[config.mk]
export PLATFORM = sky130hd
export DESIGN_NAME = beat_sequencer
export DESIGN_NICKNAME = d
export VERILOG_FILES = /design/src/rtl/beat_sequencer.sv
export SDC_FILE = /design/constraint.sdc
export NUM_CORES = 1
export LEC_CHECK = 0
export BUFFER_PORTS_ARGS = -buffer_cell sky130_fd_sc_hd__buf_2
export CORE_AREA = 2 2 115 117
export DETAILED_ROUTE_END_ITERATION = 8
export DIE_AREA = 0 0 117 119
export PLACE_DENSITY = 0.65
export SYNTH_ARGS = -nofsm -noshare
export SYNTH_HDL_FRONTEND = slang
export SYNTH_SLANG_ARGS = --single-unit
[constraint.sdc]
create_clock -name clk22 -period 6.65 [get_ports clk22]
set_clock_uncertainty 0.15 [all_clocks]
set_input_delay 0.9975 -clock clk22 [delete_from_list [all_inputs] [get_ports clk22]]
set_output_delay 0.9975 -clock clk22 [all_outputs]
set_load 0.1 [all_outputs]
[src/rtl/beat_sequencer.sv]
// Multi-song, multi-channel beat sequencer: steps a beat address through the
// selected song at a programmable tempo and registers the per-channel tones.
module beat_sequencer #(
    parameter int                          BEAT_W     = 12,
    parameter int                          NUM_SONGS  = 4,
    parameter int                          SONG_SEL_W = 2,
    parameter logic [NUM_SONGS*BEAT_W-1:0] SONG_LEN   = {4{12'd1201}},
    parameter int                          CH         = 2,
    parameter int                          TONE_W     = 32,
    parameter logic [TONE_W-1:0]           TONE_SIL   = 32'd50000000
) (
    input  logic                   clk22,
    input  logic                   rst,
    input  logic                   play,
    input  logic                   pause,
    input  logic                   loop_en,
    input  logic [SONG_SEL_W-1:0]  song_sel,
    input  logic [3:0]             tempo_div,
    input  logic [CH-1:0]          mute,
    input  logic [CH*TONE_W-1:0]   tone_in,
    output logic [BEAT_W-1:0]      beat_addr,
    output logic [SONG_SEL_W-1:0]  song_out,
    output logic [CH*TONE_W-1:0]   tone_out,
    output logic                   en_out,
    output logic                   song_done,
    output logic [1:0]             state_out
);

    typedef enum logic [1:0] {
        ST_IDLE  = 2'b00,
        ST_PLAY  = 2'b01,
        ST_PAUSE = 2'b10,
        ST_DONE  = 2'b11
    } state_t;

    localparam logic [SONG_SEL_W-1:0] LAST_SONG = SONG_SEL_W'(NUM_SONGS - 1);
    localparam logic [CH*TONE_W-1:0]  SIL_ALL   = {CH{TONE_SIL}};

    state_t                  r_state;
    logic [BEAT_W-1:0]       r_beat;
    logic [3:0]              r_tick;
    logic [SONG_SEL_W-1:0]   r_song;
    logic [CH*TONE_W-1:0]    r_tone;
    logic                    r_en;
    logic                    r_done;

    logic [SONG_SEL_W-1:0]   w_song_sel;
    logic [BEAT_W-1:0]       w_len;
    logic [BEAT_W-1:0]       w_len_m1;
    logic                    w_last;
    logic                    w_tick_hit;
    logic [CH*TONE_W-1:0]    w_tone_play;

    // Out-of-range song requests fall back to the highest implemented song.
    always_comb begin
        w_song_sel = (song_sel > LAST_SONG) ? LAST_SONG : song_sel;
    end

    // Length of the latched song; a zero-length entry behaves as one beat.
    always_comb begin
        w_len = SONG_LEN[BEAT_W-1:0];
        for (int i = 0; i < NUM_SONGS; i++) begin
            w_len = (r_song == SONG_SEL_W'(i)) ? SONG_LEN[i*BEAT_W +: BEAT_W] : w_len;
        end
        w_len_m1 = (w_len == '0) ? '0 : (w_len - BEAT_W'(1));
    end

    // Wrap and tempo decisions; >= makes a lowered tempo_div advance at once.
    always_comb begin
        w_last     = (r_beat >= w_len_m1);
        w_tick_hit = (r_tick >= tempo_div);
    end

    // Tones as they would be registered while playing, with muting applied.
    always_comb begin
        w_tone_play = SIL_ALL;
        for (int c = 0; c < CH; c++) begin
            w_tone_play[c*TONE_W +: TONE_W] = mute[c] ? TONE_SIL : tone_in[c*TONE_W +: TONE_W];
        end
    end

    // Sequencer FSM; tone/enable registers follow the state being entered.
    always_ff @(posedge clk22 or posedge rst) begin
        if (rst) begin
            r_state <= ST_IDLE;
            r_beat  <= '0;
            r_tick  <= 4'd0;
            r_song  <= '0;
            r_tone  <= SIL_ALL;
            r_en    <= 1'b0;
            r_done  <= 1'b0;
        end else begin
            r_done <= 1'b0;
            case (r_state)
                ST_IDLE: begin
                    r_beat <= '0;
                    r_tick <= 4'd0;
                    r_song <= w_song_sel;
                    if (play) begin
                        r_state <= ST_PLAY;
                        r_en    <= 1'b1;
                        r_tone  <= w_tone_play;
                    end else begin
                        r_state <= ST_IDLE;
                        r_en    <= 1'b0;
                        r_tone  <= SIL_ALL;
                    end
                end
                ST_PLAY: begin
                    if (!play) begin
                        r_state <= ST_IDLE;
                        r_beat  <= '0;
                        r_tick  <= 4'd0;
                        r_en    <= 1'b0;
                        r_tone  <= SIL_ALL;
                    end else if (pause) begin
                        r_state <= ST_PAUSE;
                        r_en    <= 1'b0;
                        r_tone  <= SIL_ALL;
                    end else if (w_tick_hit) begin
                        r_tick <= 4'd0;
                        if (w_last) begin
                            r_done <= 1'b1;
                            if (loop_en) begin
                                r_beat <= '0;
                                r_en   <= 1'b1;
                                r_tone <= w_tone_play;
                            end else begin
                                r_state <= ST_DONE;
                                r_en    <= 1'b0;
                                r_tone  <= SIL_ALL;
                            end
                        end else begin
                            r_beat <= r_beat + BEAT_W'(1);
                            r_en   <= 1'b1;
                            r_tone <= w_tone_play;
                        end
                    end else begin
                        r_tick <= r_tick + 4'd1;
                        r_en   <= 1'b1;
                        r_tone <= w_tone_play;
                    end
                end
                ST_PAUSE: begin
                    if (!play) begin
                        r_state <= ST_IDLE;
                        r_beat  <= '0;
                        r_tick  <= 4'd0;
                        r_en    <= 1'b0;
                        r_tone  <= SIL_ALL;
                    end else if (!pause) begin
                        r_state <= ST_PLAY;
                        r_en    <= 1'b1;
                        r_tone  <= w_tone_play;
                    end else begin
                        r_state <= ST_PAUSE;
                        r_en    <= 1'b0;
                        r_tone  <= SIL_ALL;
                    end
                end
                ST_DONE: begin
                    // Only a drop of play rearms the song; holding play stays here.
                    if (!play) begin
                        r_state <= ST_IDLE;
                        r_beat  <= '0;
                        r_tick  <= 4'd0;
                    end else begin
                        r_state <= ST_DONE;
                    end
                    r_en   <= 1'b0;
                    r_tone <= SIL_ALL;
                end
                default: begin
                    r_state <= ST_IDLE;
                    r_beat  <= '0;
                    r_tick  <= 4'd0;
                    r_en    <= 1'b0;
                    r_tone  <= SIL_ALL;
                end
            endcase
        end
    end

    assign beat_addr = r_beat;
    assign song_out  = r_song;
    assign tone_out  = r_tone;
    assign en_out    = r_en;
    assign song_done = r_done;
    assign state_out = r_state;

endmodule

## Word-level counts from Yosys, hierarchy flattened

Index checks and enable logic that the tools add are counted.

| word-level totals | value |
|---|---|
| register bits after elaboration | 86 |
| bits of input ports | 77 |
| output and inout bits | 82 |
| logic and storage cells | 75 |

| operators by class | value |
|---|---|
| $add $sub $neg | 2 |
| $lt $le $gt $ge | 3 |
| eq/ne operators | 10 |
| muxes and demuxes | 48 |
| reductions and logical operators | 5 |

Operators with widths:

| kind | number |
|---|---|
| two-way mux 64 bit | 8 |
| one-hot mux 64 bit (4 select lines) | 1 |
| two-way mux 12 bit | 6 |
| two-way mux 32 bit | 2 |
| one-hot mux 12 bit (3 select lines) | 1 |
| two-way mux 2 bit | 9 |
| two-way mux 4 bit | 4 |
| inequality test 4 bit (second input constant) | 4 |
| two-way mux 1 bit | 14 |
| adder 12 x 1 -> 12 bit (second input constant) | 1 |
| greater-or-equal comparator 12 x 11 -> 1 bit (second input constant) | 1 |
| one-hot mux 4 bit (3 select lines) | 1 |
| one-hot mux 2 bit (4 select lines) | 1 |
| inequality test 3 bit (second input constant) | 2 |
| adder 4 x 1 -> 4 bit (second input constant) | 1 |
| equality test 2 bit (second input constant) | 2 |
| greater-or-equal comparator 4 bit | 1 |
| one-hot mux 1 bit (4 select lines) | 1 |
| AND reduction 4 bit | 1 |
| AND reduction 3 bit | 1 |
| equality test 2 x 1 -> 1 bit (second input constant) | 1 |
| > comparator 2 bit (second input constant) | 1 |
| logical NOT 2 bit | 1 |
| inequality test 2 bit (second input constant) | 1 |
| other kinds (2) | 2 |

## Depth between registers and ports, before layout

Gate-level depths: netlist of the first run.

| depth | value |
|---|---|
| depth after elaboration | 7 |
| depth in mapped cells | 9 |
| depth with buffers taken out | 7 |

## Worst setup path after synthesis of the first run

OpenSTA, ideal clock, no wires.

| path | value |
|---|---|
| path type | input to register |
| from | in tempo_div[1] |
| to | reg r_tone[0] (netlist: tone_out[0]) |
| setup time | 0.119 ns |
| arrival | 2.428 ns |
| data required time | 6.381 ns |
| slack | 3.953 ns |
| stages on the path | 8 |
| path buffers | 1 |
| path through | inv_1 ha_1 clkinv_1 o21a_2 o41ai_4 a211oi_2 buf_6 and2_1 |

| on the way | value |
|---|---|
| cells in the longest elaborated chain, start to end | 5 |

Ends and longest elaborated chain:

| what | RTL line | text |
|---|---|---|
| from (decl) | 18 | `input logic [3:0] tempo_div,` |
| greater-or-equal comparator 4 bit | 71 | `w_tick_hit = (r_tick >= tempo_div);` |
| two-way mux 64 bit | 120 | `end else if (w_tick_hit) begin` |
| two-way mux 64 bit | 116 | `end else if (pause) begin` |
| two-way mux 64 bit | 110 | `if (!play) begin` |
| one-hot mux 64 bit (4 select lines) | 94 | `case (r_state)` |
| to (signal assigned) | 102 | `r_tone <= w_tone_play;` |
| to (signal assigned) | 127 | `r_tone <= w_tone_play;` |
| to (signal assigned) | 136 | `r_tone <= w_tone_play;` |
| to (decl) | 43 | `logic [CH*TONE_W-1:0] r_tone;` |

Every way passes these cells.
A chain may end at the register's enable or synchronous reset.

## Worst setup path after layout of the first run

| path | value |
|---|---|
| from | in tempo_div[2] |
| to | reg r_tone[48] (netlist: tone_out[48]) |

Same word-level chain as after synthesis.

==> results of run 1 <==
-- logic make-up (layout without fill, tap and decap cells) --
logic type | count (synthesis) | count (layout) | share of synthesized area [%]
compound gates | 81 | 81 | 17.2
xor+xnor | 1 | 1 | 0.234
fa+ha+maj | 12 | 12 | 4.01
buf+inv | 25 | 188 | 3.94
flops | 86 | 86 | 58.2
mux | 3 | 3 | 0.868
simple gates | 104 | 104 | 15.6
-- routing by layer --
| metal | GRT usage (%) | part of all wire, % | up-vias |
|---|---|---|---|
| met5 | 0 | 0.26 | - |
| met4 | 5.81 | 1.9 | 4 |
| met3 | 6.67 | 9.1 | 18 |
| met2 | 22.9 | 49 | 107 |
| met1 | 16.3 | 39 | 1423 |
| li1 | - | - | 1394 |
-- placed cells by master, fill, tap and decap left out, types with 4 or more instances in the layout --
cell and instances:
nand2b_1 4, a31oi_1 6, and2_1 41, buf_2 158, nor2_1 14, nand2_1 19
o21ai_0 11, o21ai_1 5, dfrtp_1 62, o21a_1 24, nor3_1 4, dfstp_2 24
nand3_1 8, ha_1 12, a21oi_1 5, clkbuf_16 9, inv_1 11
-- how the worst min path moves through the flow --
stage               depth (start not counted)     endpoint  slack, ns        start
floorplan                                   2    r_tick[1]       0.35    r_tick[1]
finish                                      1  song_out[1]       0.37  song_out[1]
global placement                            1  song_out[0]       0.34  song_out[0]
detailed placement                          1  song_out[1]       0.34  song_out[1]
global route                                1  song_out[1]       0.39  song_out[1]
CTS                                         1  song_out[1]       0.37  song_out[1]
-- power groups by stage --
stage,clock [mW],combinational [mW],sequential [mW]
2_1_floorplan,0,0.136,1.11
3_3_place_gp,0,0.711,0.639
3_5_place_dp,0,0.717,0.640
4_1_cts,0.565,0.718,0.633
5_1_grt,0.588,0.741,0.638
6_report,0.546,0.713,0.631
-- state kept, by name, summed over array words and instances (netlist names) --
signal     count
beat_addr     12
en_out         1
r_tick         4
song_done      1
song_out       2
state_out      2
tone_out      64
-- worst max-delay path, delay by kind of cell --
kind / cells / cell delay (ns)
buffers and inverters: 2 / 0.10
AND/OR/NAND/NOR: 2 / 0.53
adder cells (fa/ha/maj): 1 / 0.27
AO/OA/AOI/OAI: 3 / 1.11
-- cell type report --
type	count	share of cell area [%]
inverter	13	1.00
tap	176	4.41
clock buffer	11	4.86
sequential	86	43.7
multi-input combinational	201	28.4
timing repair buffer	159	16.0
clock inverter	5	1.65
==> impl_summary.md, run 1 <==
Status
The run finished with clean final reports.

Clocking
The worst-case clock buffer depth is 2. Buffers inserted during clock tree synthesis total 9. In this run the post-CTS setup repair buffer count came out at 0.

The level count of the clock H-tree is 3. The cell sitting at the root of the clock tree is a clkbuf_16. After clock tree synthesis, the flow added hold-fix buffers numbering 0. Gates resized during post-CTS repair numbered 0. The clock slew seen by the registers of the worst setup and hold paths is around 0.06 ns. CTS saw 86 sinks. TritonCTS built the clock tree.

The clock latency of the later-clocked register in the worst-skew pair is 0.34 ns.

Power
The power consumption is between 1.5 and 2 mW. Sequential cells account for between 30 and 40% of the total power. The analysis attributes to net switching a power of between 0.8 and 0.9 mW. The fraction of power spent switching nets is between 40% and 50%. The part of the power in the clock network is 28.9%. Cell internal power was estimated by the tool at ~1.1 mW. The static leakage is around 2.5 nW. The peak supply drop is between 0.3 and 0.4 mV. Dividing total power by cell area gives a power density of 378 nW/um2. The logic gate share of total power is about 38%.

Logic synthesis
Synthesis produced a netlist whose cell count is between 300 and 400. The top cell type by area accounts for 41.4% of the synthesized area. The number of different library cells used by synthesis comes to between 50 and 60. In this run the cell area of the synthesized design comes to between 3000 and 4000 um2. Sequential cells were found to cover about three fifths of the synthesized design area. Counting flops and latches in the post-synthesis netlist gives between 80 and 90. In this run, synthesis inferred 0 flip-flops with an integrated enable. After synthesis, the cell types taking the most area are dfrtp_1, dfstp_2, and2_1, o21a_1, ha_1. The number of nets handed over by synthesis was 401. The count of warnings emitted by yosys is 0.

The largest total area in the synthesized netlist belongs to dfrtp_1. The mean instance size in the synthesized netlist is between 10 and 15 um2. Among all cell types in the netlist, the one instantiated most often is dfrtp_1. The proportion of synthesized flip-flops having asynchronous set or reset is 100%. Ranked by instance count, the synthesized netlist is headed by dfrtp_1, and2_1, dfstp_2, o21a_1, nand2_1. The flip-flop cell with the highest count after synthesis is dfrtp_1.

Worst setup path
The worst reg2reg path startpoint is state_out[1]. The critical path data required time is between 6 and 7 ns. The category of the worst setup path capture point is a flip-flop. In this run the worst setup path begins at tempo_div[2]. On the worst path, the slowest cell contributes a delay of slightly below 0.8 ns. The setup slack of the worst register-to-register path is 4.00 ns. The critical path ends at tone_out[48].

The worst setup path is launched from an input pin. The worst register-to-register path has a depth of 7. The critical path in this run is classified as in2reg. Traced cell by cell, the critical path runs through buf_2 > inv_1 > ha_1 > o21ai_0 > and2b_2 > o41ai_4 > a211oi_2 > and2_1. The end of the worst register-to-register path is beat_addr[8]. In this run the worst path has a maximum fanout of 20. The slowest stage cell on the critical path is a211oi_2. At the worst endpoint, the arrival time is 3.02 ns.

STA
The worst path uses between 40% and 50% of the clock period. The aggregate negative setup slack is 0 ns. Setup repair after global routing left no endpoint under its margin. The worst path meets setup with between 3 and 4 ns of slack. The smallest hold slack is 0.367 ns.

The final count of pins violating max slew is 0. The number of hold violations in the final report came to 0. The routed design could run at a clock period as short as 2.90 ns. The count of final setup violators is 0. For the pin with the worst max-slew slack, the measured transition is 1.06 ns. The worst slew margin relative to its limit is between 20% and 30%. The achievable frequency is approximately 0.35 GHz.

Die
The die covers 13900 um2. The I/O pin count is 159. Once the floorplan was initialized, standard cells occupied 29.1% of the core. The core region is roughly 13000 um2. The die height is between 100 and 150 um. The number of rows created at floorplan is between 40 and 50. The floorplan step set the die width to about 120 um.

Detailed routing
The total number of vias is roughly 3000. After the first detailed-routing iteration, the DRC count stood at between 200 and 250. The antenna violation net count after detailed routing is 0. After detailed routing, the average wire length per cell comes to 14.3 um.

The per-cell via count in the routed design is around 4.5. Summed over all layers, the routed wires come to 9340 um. After detailed routing, the number of remaining DRC violations is 0. The first-pass detailed-route iteration total is 4.

Place
After detailed placement, the design holds a cell count of ~640. At the placement stage, the worst setup path has a slack of approximately 3.4 ns. In this run the tool buffered the top-level ports with 158 buffer cells. The final estimated routing congestion in global placement is 0.789.

The placed instances occupy a cell area of about 4700 um2. The placed wire-length estimate after detailed placement is between 6000 and 7000 um.

Hold path
The worst hold path belongs to the class reg2reg.

Final layout
After routing the design area is about 5000 um2. The relative area change from synthesis to final layout is 33.2%. Counting the fill cells in the layout gives between 1000 and 1500. The net total in the final layout is 559.

The footprint of the multi-input gates is roughly 1400 um2. The share of the core filled with cells in the final layout is 38.8%. The number of diodes is 0. Cells with a size suffix above 1 make up 45.3% of the layout.

The finished layout holds 651 standard cells, fillers aside. The storage element area is 2180 um2.

GRT
The number of antenna violations at the first check in global routing is 2. The overall track demand over capacity in global routing is 14.3%. The first-pass GRT wire length is roughly 15000 um. After global routing the overflow that remains totals 0. The via count of the first global-routing pass is 3056. Entering global routing, the biggest net connects between 40 and 50 pins.

Job
The tool flagged a number of max-cap violations equal to 0.
Note: power is estimated with default switching activity, not from simulation.
==> run 2, diff against run 1 <==
ABC_AREA = 1   (was unset)
CORE_AREA = 2 2 121 123   (was 2 2 115 117)
DIE_AREA = 0 0 123 125   (was 0 0 117 119)
PLACE_DENSITY = 0.64   (was 0.65)
clock period = 2.7 ns   (was 6.65 ns; I/O delays follow)
==> run 2 against run 1 <==
Sequential power grew to 2.8 times the previous value; routed wire length grew 17%; synthesized cell count grew 58%; critical endpoint is now beat_addr[8]; die area grew 10%; critical path type is now reg2reg; largest power group unchanged.
==> impl_summary.md, run 2 <==
Status
The flow ran to the end, and the final reports show no timing, DRC or antenna violations.

Hold path
The class of the tightest hold or removal check is in2async.

Die
The die area is about 15000 um2. Measured along the x axis, the die boundary spans between 100 and 150 um. From bottom edge to top edge, the die measures 125 um.

The I/O pin count is approximately 160. The starting density of the core is between 20 and 30%. The core area is 14200 um2. The initialized floorplan defines between 40 and 50 standard-cell rows.

Final layout
The flip-flop count of the largest register, all copies and words added is between 60 and 70. The net count of the finished layout is ~730. The footprint of the multi-input gates is 1620 um2. The top cell types in the final layout, fill and taps aside, are buf_2, nand2_1, a21oi_1, dfrtp_1, inv_1. The number of diodes is 0. The fraction of final layout cells with drive strength greater than 1 is between 30% and 40%. After filler insertion, the fill cell instance count of the layout stands at roughly 1500. Leaving out fill and tap cells, the most frequent cell in the layout is buf_2. Relative to the synthesized area, the layout overhead comes to 28.5%.

Across the whole layout, storage elements account for roughly 2200 um2.

Logic synthesis
Of all flip-flops after synthesis, the portion carrying an async set or reset was 100%. The fraction of the yosys area taken by sequential cells is a little over half. The number of enable-type register cells in the synthesized netlist is 0. Synthesis produced just under 500 cells. For this run, the number of Yosys warnings is 0.

After synthesis, the most frequently instantiated cells are nand2_1, a21oi_1, dfrtp_1. The post-synth design cell area is 4180 um2. When the netlist entered floorplanning its net count stood at just under 600. The mean instance size in the synthesized netlist is 8.45 um2. Summed over its instances, the top area cell type makes up ~37% of the synthesized netlist area. In the synthesized netlist the dominant register cell turns out to be dfrtp_1.

Of all cell types, the one taking the most synthesized area is dfrtp_1. The most frequently used cell type in the post-synthesis netlist is nand2_1. After synthesis the netlist holds a flip-flop and latch count of 86.

Counting distinct cell types in the post-synthesis netlist gives 31. Yosys attributes the largest share of cell area to dfrtp_1, dfstp_2, nand2_1, a21oi_1, inv_1.

Clocking
TritonCTS built the clock tree. Counting every sink on the clock net gives 86. The number of hold buffers added after CTS was 0. The clock slew seen by the registers of the worst setup and hold paths is ~0.060 ns. The number of clock buffers added by TritonCTS is 9. The cell at the root of the clock tree is clkbuf_16. Gates resized during post-CTS repair numbered 0.

The level count of the clock H-tree is 3. The clock latency of the later-clocked register in the worst-skew pair is roughly 0.34 ns. The worst-case clock buffer depth is 2. The setup fix buffers added after clock tree synthesis is 0.

Worst setup path
The critical path is of the reg2reg type. The worst setup path is captured at a flip-flop. The critical path data required time is around 2.8 ns. The critical path launch point type is a flip-flop. Along the worst path, the maximum fanout reaches 23. STA puts the critical path data arrival time at roughly 2.3 ns.

Power
The peak supply drop is 1.07 mV. For this design the static power due to leakage is ~2.8 nW. The power density over cell area is 1200 nW/um2.

Detailed routing
Wires add up to about 11000 um. The per-cell via count in the routed design is about 4.5. The routed layout has ~3700 vias. The first-pass detailed-route iteration total is 4. Dividing the detail-routed wire length by the instance count gives roughly 13 um. After detailed routing, the number of remaining DRC violations is 0.

Once detail routing completed, the nets flagged for antenna violations numbered 0. The DRC marker count from the first detailed-route iteration is roughly 170.

GRT
For this run the aggregate overflow at the end of global routing stands at 0. Global routing consumed, over all layers together, 14.6% of the routing resources. The maximum number of pins on one net before global-route repair is between 80 and 90. The via count of the first global-routing pass is around 3500. The first global-routing pass estimated roughly 18000 um of wire.

The number of antenna violations at the first check in global routing came to 0.

STA
The aggregate negative setup slack is 0 ns. The achievable frequency is around 0.45 GHz. Setup repair after global routing left no endpoint under its margin. The number of hold violations in the final report came to 0. The count of final setup violators is 0. Headroom to the max-slew limit came out at ~46%. At the pin with the least slew margin, the transition time is 0.805 ns. The final count of pins violating max slew is 0. In the finished design, the share of the clock period the worst path needs comes to around 83%.

The final critical path time including I/O delays and setup is about 2.2 ns. The final critical-path setup slack is between 0.4 and 0.5 ns.

Place
The number of buffers added on ports is 158. The final estimated routing congestion in global placement is about 0.79. The setup slack at placement is roughly 0.40 ns. The placed wire-length estimate after detailed placement is 7490 um.

Job
The max-cap violation count is 0.
==> run 2: critical path, stage by stage, from the launching register on <==
cell     delay [ns]
dfrtp_1        0.41
inv_1          0.12
ha_1           0.38
inv_1          0.07
o31ai_1        0.40
inv_2          0.13
nand2_4        0.27
inv_1          0.07
nand2_1        0.06
nand2_1        0.04
==> run 2: metal layers <==
metal / share of wire [%] / GRT usage (%)
met3: 8.0 / 5.43
met1: 46 / 18.9
met4: 1.3 / 3.81
met5: 0 / 0
met2: 45 / 22.8
==> run 2: cell type report <==
type                    instances  share of cell area, %
flip-flops and latches         86                   40.7
multi-input cells             319                   30.1
repair buffers                163                   15.7
clock buffers                  13                   4.48
inverters                      63                   4.48
well taps                     184                   4.29
clock inverters                 3                  0.280
==> run 2: kinds of logic after synthesis <==
family / after synthesis / synth area share (%)
XOR/XNOR: 6 / 1.26
AND/OR/NAND/NOR: 183 / 18.1
multiplexers: 2 / 0.539
adder cells (fa/ha/maj): 12 / 3.59
AO/OA/AOI/OAI: 116 / 15.2
flip-flops: 86 / 52.2
buffers and inverters: 89 / 9.05
==> run 2: final timing paths <==
check	endpoint	cells past startpoint	startpoint	slack, ns
min in group clk22	tone_out[16]	3	tone_in[16]	0.13
setup / recovery	beat_addr[8]	9	state_out[1]	0.47
setup reg to reg	beat_addr[8]	9	state_out[1]	0.47
hold / removal	tone_out[4]	3	rst	0.05
max in group asynchronous	tone_out[52]	3	rst	1.97
hold reg to reg	song_out[1]	1	song_out[1]	0.36
==> run 2: power breakdown <==
| part | switching (mW) | internal (mW) |
|---|---|---|
| sequential | 0.104 | 1.68 |
| clock | 0.491 | 0.620 |
| combinational | 2.95 | 0.561 |
==> run 2: per-stage QoR <==
step | hold WS, ns | util [%] | total power [mW] | cells | instance area, um2
floorplan | 0.346 | - | 4.81 | 494 | 4180
global placement | 0.337 | 36.0 | 5.33 | 815 | 5110
detailed placement | 0.351 | 36.0 | 5.35 | 815 | 5110
CTS | 0.0615 | 37.8 | 6.49 | 831 | 5370
global route | 0.0751 | 37.8 | 6.77 | 831 | 5370
finish | 0.0496 | 37.8 | 6.41 | 831 | 5370
